$ cat config.mk
export PLATFORM = sky130hd
export DESIGN_NAME = uart_rx
export DESIGN_NICKNAME = d
export VERILOG_FILES = /design/src/rtl/uart_pkg.sv /design/src/rtl/sync_2ff.sv /design/src/rtl/uart_rx.sv
export SDC_FILE = /design/constraint.sdc
export NUM_CORES = 1
export LEC_CHECK = 0
export BUFFER_PORTS_ARGS = -buffer_cell sky130_fd_sc_hd__buf_2
export CAP_MARGIN = 40
export CORE_UTILIZATION = 50
export DETAILED_ROUTE_END_ITERATION = 8
export GPL_TIMING_DRIVEN = 1
export PLACE_DENSITY_LB_ADDON = 0.1
export SLEW_MARGIN = 0
export SYNTH_ARGS = -nofsm -noshare
export SYNTH_HDL_FRONTEND = slang
export SYNTH_HIERARCHICAL = 1
export SYNTH_SLANG_ARGS = --single-unit
export TNS_END_PERCENT = 20
$ cat constraint.sdc
create_clock -name clk -period 6.1 [get_ports clk]
set_clock_uncertainty 0.15 [all_clocks]
set_input_delay 0 -clock clk [delete_from_list [all_inputs] [get_ports clk]]
set_output_delay 0 -clock clk [all_outputs]
set_load 0.02 [all_outputs]
$ cat src/rtl/uart_pkg.sv
// -----------------------------------------------------------------------------
// uart_pkg
// Shared definitions for the UART blocks: receiver FSM state encoding, frame
// width and the idle level of the serial line.
// -----------------------------------------------------------------------------
package uart_pkg;

  localparam int   UART_DATA_BITS  = 8;
  localparam logic UART_IDLE_LEVEL = 1'b1;

  typedef enum logic [2:0] {
    IDLE,
    START,
    DATA,
    STOP,
    BREAK
  } uart_rx_state_t;

endpackage

$ cat src/rtl/sync_2ff.sv
// -----------------------------------------------------------------------------
// sync_2ff
// Generic two-flop synchroniser for asynchronous inputs. Both stages reset to
// RESET_VAL so a line that idles at a known level does not look like an edge
// when reset is released.
// Ports:
//   clk   - destination clock
//   rst_n - asynchronous active-low reset
//   d     - asynchronous input
//   q     - synchronised output (two clk cycles of latency)
// -----------------------------------------------------------------------------
module sync_2ff #(
  parameter int               WIDTH     = 1,
  parameter logic [WIDTH-1:0] RESET_VAL = '0
) (
  input  logic             clk,
  input  logic             rst_n,
  input  logic [WIDTH-1:0] d,
  output logic [WIDTH-1:0] q
);

  logic [WIDTH-1:0] meta_reg;
  logic [WIDTH-1:0] sync_reg;

  always_ff @(posedge clk or negedge rst_n) begin
    if (!rst_n) begin
      meta_reg <= RESET_VAL;
      sync_reg <= RESET_VAL;
    end else begin
      meta_reg <= d;
      sync_reg <= meta_reg;
    end
  end

  assign q = sync_reg;

endmodule

$ cat src/rtl/uart_rx.sv
// -----------------------------------------------------------------------------
// uart_rx
// 8N1 asynchronous serial receiver, LSB first, idle-high line. Bits are
// sampled mid-bit using a CLKS_PER_BIT divider; each good byte lands in a
// single-entry valid/ready output buffer.
// Ports:
//   clk       - system clock
//   rst_n     - asynchronous active-low reset
//   rx        - serial input, asynchronous to clk
//   data      - received byte, valid while valid is high
//   valid     - output buffer full
//   ready     - consumer takes data on valid && ready
//   frame_err - one-cycle pulse: stop bit sampled low
//   overrun   - one-cycle pulse: good byte dropped, buffer was full
//   busy      - receiver not idle
// -----------------------------------------------------------------------------
module uart_rx
  import uart_pkg::*;
#(
  parameter int CLKS_PER_BIT = 16
) (
  input  logic       clk,
  input  logic       rst_n,
  input  logic       rx,
  output logic [7:0] data,
  output logic       valid,
  input  logic       ready,
  output logic       frame_err,
  output logic       overrun,
  output logic       busy
);

  localparam int CW = $clog2(CLKS_PER_BIT);
  localparam int IW = $clog2(UART_DATA_BITS);
  // The start check lands on the bit centre; all later samples are a whole
  // bit period apart, so they stay centred too.
  localparam logic [CW-1:0] HALF_LAST = CW'(CLKS_PER_BIT / 2 - 1);
  localparam logic [CW-1:0] BIT_LAST  = CW'(CLKS_PER_BIT - 1);
  localparam logic [IW-1:0] IDX_LAST  = IW'(UART_DATA_BITS - 1);

  logic rx_s;

  sync_2ff #(
    .WIDTH     (1),
    .RESET_VAL (UART_IDLE_LEVEL)
  ) u_sync (
    .clk   (clk),
    .rst_n (rst_n),
    .d     (rx),
    .q     (rx_s)
  );

  uart_rx_state_t              state_reg, state_next;
  logic [CW-1:0]               cnt_reg, cnt_next;
  logic [IW-1:0]               idx_reg, idx_next;
  logic [UART_DATA_BITS-1:0]   shift_reg, shift_next;
  logic [7:0]                  data_reg, data_next;
  logic                        valid_reg, valid_next;
  logic                        frame_err_reg, frame_err_next;
  logic                        overrun_reg, overrun_next;

  always_ff @(posedge clk or negedge rst_n) begin
    if (!rst_n) begin
      state_reg     <= IDLE;
      cnt_reg       <= '0;
      idx_reg       <= '0;
      shift_reg     <= '0;
      data_reg      <= '0;
      valid_reg     <= 1'b0;
      frame_err_reg <= 1'b0;
      overrun_reg   <= 1'b0;
    end else begin
      state_reg     <= state_next;
      cnt_reg       <= cnt_next;
      idx_reg       <= idx_next;
      shift_reg     <= shift_next;
      data_reg      <= data_next;
      valid_reg     <= valid_next;
      frame_err_reg <= frame_err_next;
      overrun_reg   <= overrun_next;
    end
  end

  always_comb begin
    state_next     = state_reg;
    cnt_next       = cnt_reg;
    idx_next       = idx_reg;
    shift_next     = shift_reg;
    data_next      = data_reg;
    // An accept empties the buffer unless a new byte reloads it below.
    valid_next     = valid_reg && !ready;
    frame_err_next = 1'b0;
    overrun_next   = 1'b0;

    case (state_reg)
      IDLE: begin
        if (rx_s != UART_IDLE_LEVEL) begin
          state_next = START;
          cnt_next   = '0;
        end
      end

      START: begin
        if (cnt_reg == HALF_LAST) begin
          cnt_next = '0;
          idx_next = '0;
          // Line back high at mid-start: a glitch, not a frame.
          state_next = (rx_s == UART_IDLE_LEVEL) ? IDLE : DATA;
        end else begin
          cnt_next = cnt_reg + 1'b1;
        end
      end

      DATA: begin
        if (cnt_reg == BIT_LAST) begin
          cnt_next   = '0;
          // Shift in from the top; after all bits the first one sits at bit 0.
          shift_next = {rx_s, shift_reg[UART_DATA_BITS-1:1]};
          if (idx_reg == IDX_LAST) begin
            state_next = STOP;
          end else begin
            idx_next = idx_reg + 1'b1;
          end
        end else begin
          cnt_next = cnt_reg + 1'b1;
        end
      end

      STOP: begin
        if (cnt_reg == BIT_LAST) begin
          cnt_next = '0;
          if (rx_s == UART_IDLE_LEVEL) begin
            // Returning straight to IDLE lets a start bit follow immediately.
            state_next = IDLE;
            if (!valid_reg || ready) begin
              data_next  = shift_reg;
              valid_next = 1'b1;
            end else begin
              overrun_next = 1'b1;
            end
          end else begin
            frame_err_next = 1'b1;
            state_next     = BREAK;
          end
        end else begin
          cnt_next = cnt_reg + 1'b1;
        end
      end

      BREAK: begin
        // Hold here until the line recovers so a stuck-low line does not
        // produce a stream of frame errors.
        if (rx_s == UART_IDLE_LEVEL) begin
          state_next = IDLE;
        end
      end

      default: state_next = IDLE;
    endcase
  end

  assign data      = data_reg;
  assign valid     = valid_reg;
  assign frame_err = frame_err_reg;
  assign overrun   = overrun_reg;
  assign busy      = (state_reg != IDLE);

endmodule

# --- Word-level counts from Yosys, hierarchy flattened ---
# Index checks and enable logic that the tools add are counted.
totals:
  reg_bits: 31
  in_bits: 4
  out_inout_bits: 12
  elab_cells: 68
classes:
  n_addsub: 2
  n_eq_ne: 14
  n_mux: 28
  n_reduce_logical: 14
ops:
  columns: ["op", "count"]
  rows:
  - ["$mux 3", 10]
  - ["$pmux 3 s5", 1]
  - ["$mux 4", 3]
  - ["$ne 2x2->1 const B", 6]
  - ["$pmux 4 s3", 1]
  - ["$mux 1", 11]
  - ["$reduce_and 4->1", 2]
  - ["$eq 3x2->1 const B", 2]
  - ["$eq 3x3->1 const B", 2]
  - ["$pmux 3 s2", 1]
  - ["$reduce_and 6->1", 1]
  - ["$reduce_bool 3->1", 2]
  - ["$add 4x1->4 const B", 1]
  - ["$eq 4x3->1 const B", 1]
  - ["$eq 4x4->1 const B", 1]
  - ["$reduce_and 2->1", 2]
  - ["$add 3x1->3 const B", 1]
  - ["$eq 3x1->1 const B", 1]
  - ["$logic_not 3->1", 1]
  - ["$logic_not 1->1", 2]
  - ["$mux 2", 1]
  - ["$ne 2x1->1 const B", 1]
  - ["$reduce_bool 2->1", 1]
  - ["$reduce_or 2->1", 1]
  - ["other kinds (2)", 2]

# --- Logic depth before layout (Yosys ltp) ---
depth:
  depth_word: 6
  depth_mapped: 5
  ltp_nobuf: 5

# --- By module ---
# The synthesis kept the hierarchy.
by_module_without_submodules:
  columns: ["module", "instances", "cells_per_inst", "area_per_inst_um2", "seq_area_each_um2"]
  rows:
  - ["uart_rx", 1, 106, 1331.3, 725.7]
  - ["sync_2ff", 1, 2, 52.6, 52.6]

# --- Worst setup path before layout ---
# Ideal clock, no wire load.
synth_timing:
  path_kind: "register to register"
  start: "register idx_reg[0]"
  end: "register idx_reg[0]"
  setup_ns: 0.127
  arrival_ns: 1.930
  required_ns: 5.823
  setup_slack_ns: 3.893
  stages_incl_launch_ff: 6
  n_path_buf: 0
  synth_period_minus_slack_ns: 2.207
  cell_sequence: "dfrtp_1 > ha_1 > ha_1 > or3b_1 > a2111oi_4 > mux2_1"
synth_between:
  elab_chain_cells: 4
  elab_cells_between_ends: 7
  cone_classes: "add/sub: 1; eq/ne: 2; mux: 3; reduce/logical: 1"
synth_lines:
  columns: ["element", "line_no", "rtl"]
  rows:
  - ["start, declared", "uart_rx.sv:55", "logic [IW-1:0] idx_reg, idx_next;"]
  - ["start signal, assigned", "uart_rx.sv:75", "idx_reg <= idx_next;"]
  - ["$add 3x1->3", "uart_rx.sv:122", "idx_next = idx_reg + 1'b1;"]
  - ["$mux 3", "uart_rx.sv:119", "if (idx_reg == IDX_LAST) begin"]
  - ["$mux 3", "uart_rx.sv:115", "if (cnt_reg == BIT_LAST) begin"]
  - ["$pmux 3 s2", "uart_rx.sv:95", "case (state_reg)"]
# Several ways; a longest one is shown, not always the timed one. The select of a mux whose other input is x is not followed.
# A chain may end at the register's enable or synchronous reset.

# --- Worst setup path in the final report ---
# Same ends and word-level chain as after synthesis.

==> results.tsv <==
metric	value	unit
status	finished clean	
vias	872	
drive_gt1_share	35.9	%
crit_path_frequent_cell	ha_1	
cpPeakStageDelay	460	ps
crit_buf_inv	0	
dp_hpwl	1.49	mm
path_class	flip-flop to flip-flop	
slew_violations	0	
avgSynthCellArea	12.8	sq um
multi_input_area	587	sq um
die_area	2980	sq um
start_util	54.4	%
cts_inserted_buffers	5	
path_max_fanout	3	
clkTransAtPathRegs	100	ps
setup_violations	0	
io-pin-count	16	
layout_commonest_cell	dfrtp_1	
place_congestion	0.743	
ys_seq_area_share	56.2	%
crit_family	compound AO/OA/AOI/OAI gates	
design.core.area	2540	sq um
fin_crit_sh	37.7	%
cts_tree	yes	
mostFrequentLayoutCells	29 x dfrtp_1, 17 x mux2_2, 15 x buf_2, 8 x nor2_1, 7 x nand2_1	
grt_max_degree	32	
ys.flop_type	dfrtp_1	
drtIter0Drc	9	
clk_path_buf_depth	2	
ys_seq_elements	31	
grt_use_total	19.2	%
drv_cap	0	
hold_viol_final	0	
ff_latch_area	778	sq um
cts.sinks	31	
setup_tns	0	ps
async_reset_ff_share	100	%
io_buffers	15	
clock_latency	330	ps
syn2layout_area_growth	13.1	%
yosysWarnings	6	
drc_errors	0	
wire_per_inst	13.5	microns
p_leak	0.764	nW
htree_levels	2	
root_buffer	clkbuf_4	
crit_required	6160	ps
final_nets	137	
via_per_inst	5.42	
period_needed	2300	ps
antenna_found_initial	0	
syn_area	1380	sq um
wirelength	2.17	mm
die_w	54.6	microns
relSlewSlack	55.9	%
synth_cell_types	31	
synth_edf_count	0	
p_per_area	327	nW/um^2
slowest_stage	a2111oi_4	
grt_pass1_vias	827	
syn_inst	108	
startpoint_type	flip-flop	
worst-endpoint-arrival	2360	ps
max_freq	0.435	GHz
drt_pass1_iterations	4	
rsz0062_at_grt	false	
grt_pass1_wl	3.73	mm
gr-total-overflow	0	
fp.dieH	54.6	microns
syn_nets	115	
drtAntennaViolNets	0	
critPathCaptureType	flip-flop	
ir_drop	0.000216	V
cp_cell_sequence	ha_1 -> ha_1 -> or3b_1 -> a2111oi_4 -> mux2_1	
rows	18	
tightest_slew	659	ps
antennaDiodeCount	0	
fill_cells	214	
power.total	0.000512	W
min_path_type	primary input to asynchronous set/reset pin	
[kinds of logic (layout without fill, tap and decap cells)]
| logic type | Yosys count | in the layout | share of synthesized area (%) |
|---|---|---|---|
| adders and majority gates | 3 | 3 | 2.71 |
| xor gates and xnor gates | 1 | 1 | 0.633 |
| buffers and inverters | 5 | 28 | 1.36 |
| DFF | 31 | 31 | 56.2 |
| and+or+nand+nor | 34 | 34 | 14.1 |
| AOI/OAI and AO/OA | 12 | 12 | 7.41 |
| muxes | 22 | 22 | 17.5 |
[metrics by stage]
stage                     util (%)  worst slack, ps  cell area, sq um  hold slack (ps)  std cells
after floorplan                  -             3890              1380             -446        108
after global placement        58.4             3850              1490            -80.3        150
after detailed placement      58.4             3790              1490            -74.6        150
after CTS                     61.5             3780              1570              102        161
after global routing          61.5             3680              1570              132        161
final                         61.5             3800              1570             77.4        161
[area by class of cell]
type	count	share of cell area, %
clock buffers	7	2.88
multi-input cells	72	37.5
well taps	30	2.40
clock inverters	1	0.320
repair buffers	18	6.71
flip-flops and latches	31	49.7
inverters	2	0.480
[per-layer routing]
layer  vias to the layer above  routed length [microns]  global-route usage (%)
met2                        17                      987                    26.1
met1                       424                     1070                    24.4
met4                         0                       10                    8.55
met5                         -                        0                       0
met3                         2                       97                    11.1
li1                        429                        -                       -
[synth_stat cells (2+ instances only)]
| master | number | area share, % |
|---|---|---|
| nand2_1 | 7 | 1.9 |
| nor2_1 | 8 | 2.2 |
| ha_1 | 3 | 2.7 |
| a21oi_1 | 3 | 1.1 |
| or2_2 | 3 | 1.4 |
| dfrtp_1 | 29 | 52 |
| nor3b_1 | 3 | 1.6 |
| nor3b_2 | 2 | 1.8 |
| inv_1 | 2 | 0.54 |
| o21ai_0 | 2 | 0.72 |
| nor2b_1 | 2 | 0.90 |
| clkbuf_1 | 3 | 0.81 |
| dfstp_2 | 2 | 3.8 |
| mux2i_1 | 4 | 2.9 |
| nand2b_1 | 2 | 0.90 |
| nand3_1 | 2 | 0.72 |
| mux2_2 | 17 | 14 |
[timing repair]
item | 4_1_cts | 5_1_grt
buffers inserted | 0 | 0
endpoints found under the hold margin | 34 | 0
hold buffers | 3 | 0
resized for setup | 0 | 0
[where the power goes]
| group | internal (W) | switching [W] | total [W] |
|---|---|---|---|
| logic | 0.0000630 | 0.0000636 | 0.000127 |
| registers | 0.000231 | 0.0000428 | 0.000274 |
| clock network | 0.0000449 | 0.0000666 | 0.000111 |
| total | 0.000339 | 0.000173 | 0.000512 |
[worst register-to-register path: stages, from the launching register on]
cell and delay, ps:
dfrtp_1 400, ha_1 210, ha_1 190, or3b_1 420, a2111oi_4 460, mux2_1 350
[final timing paths]
path,to,slack (ps),cells after the start,start
max,idx_reg[0],3800,5,idx_reg[0]
min,state_reg[0],80,2,rst_n
max reg2reg,idx_reg[0],3800,5,idx_reg[0]
min reg2reg,u_sync/q,210,0,u_sync/meta_reg
max in group asynchronous,data[3],5290,2,rst_n
min in group clk,u_sync/meta_reg,170,2,rx
(Power assumes the default switching activity.)
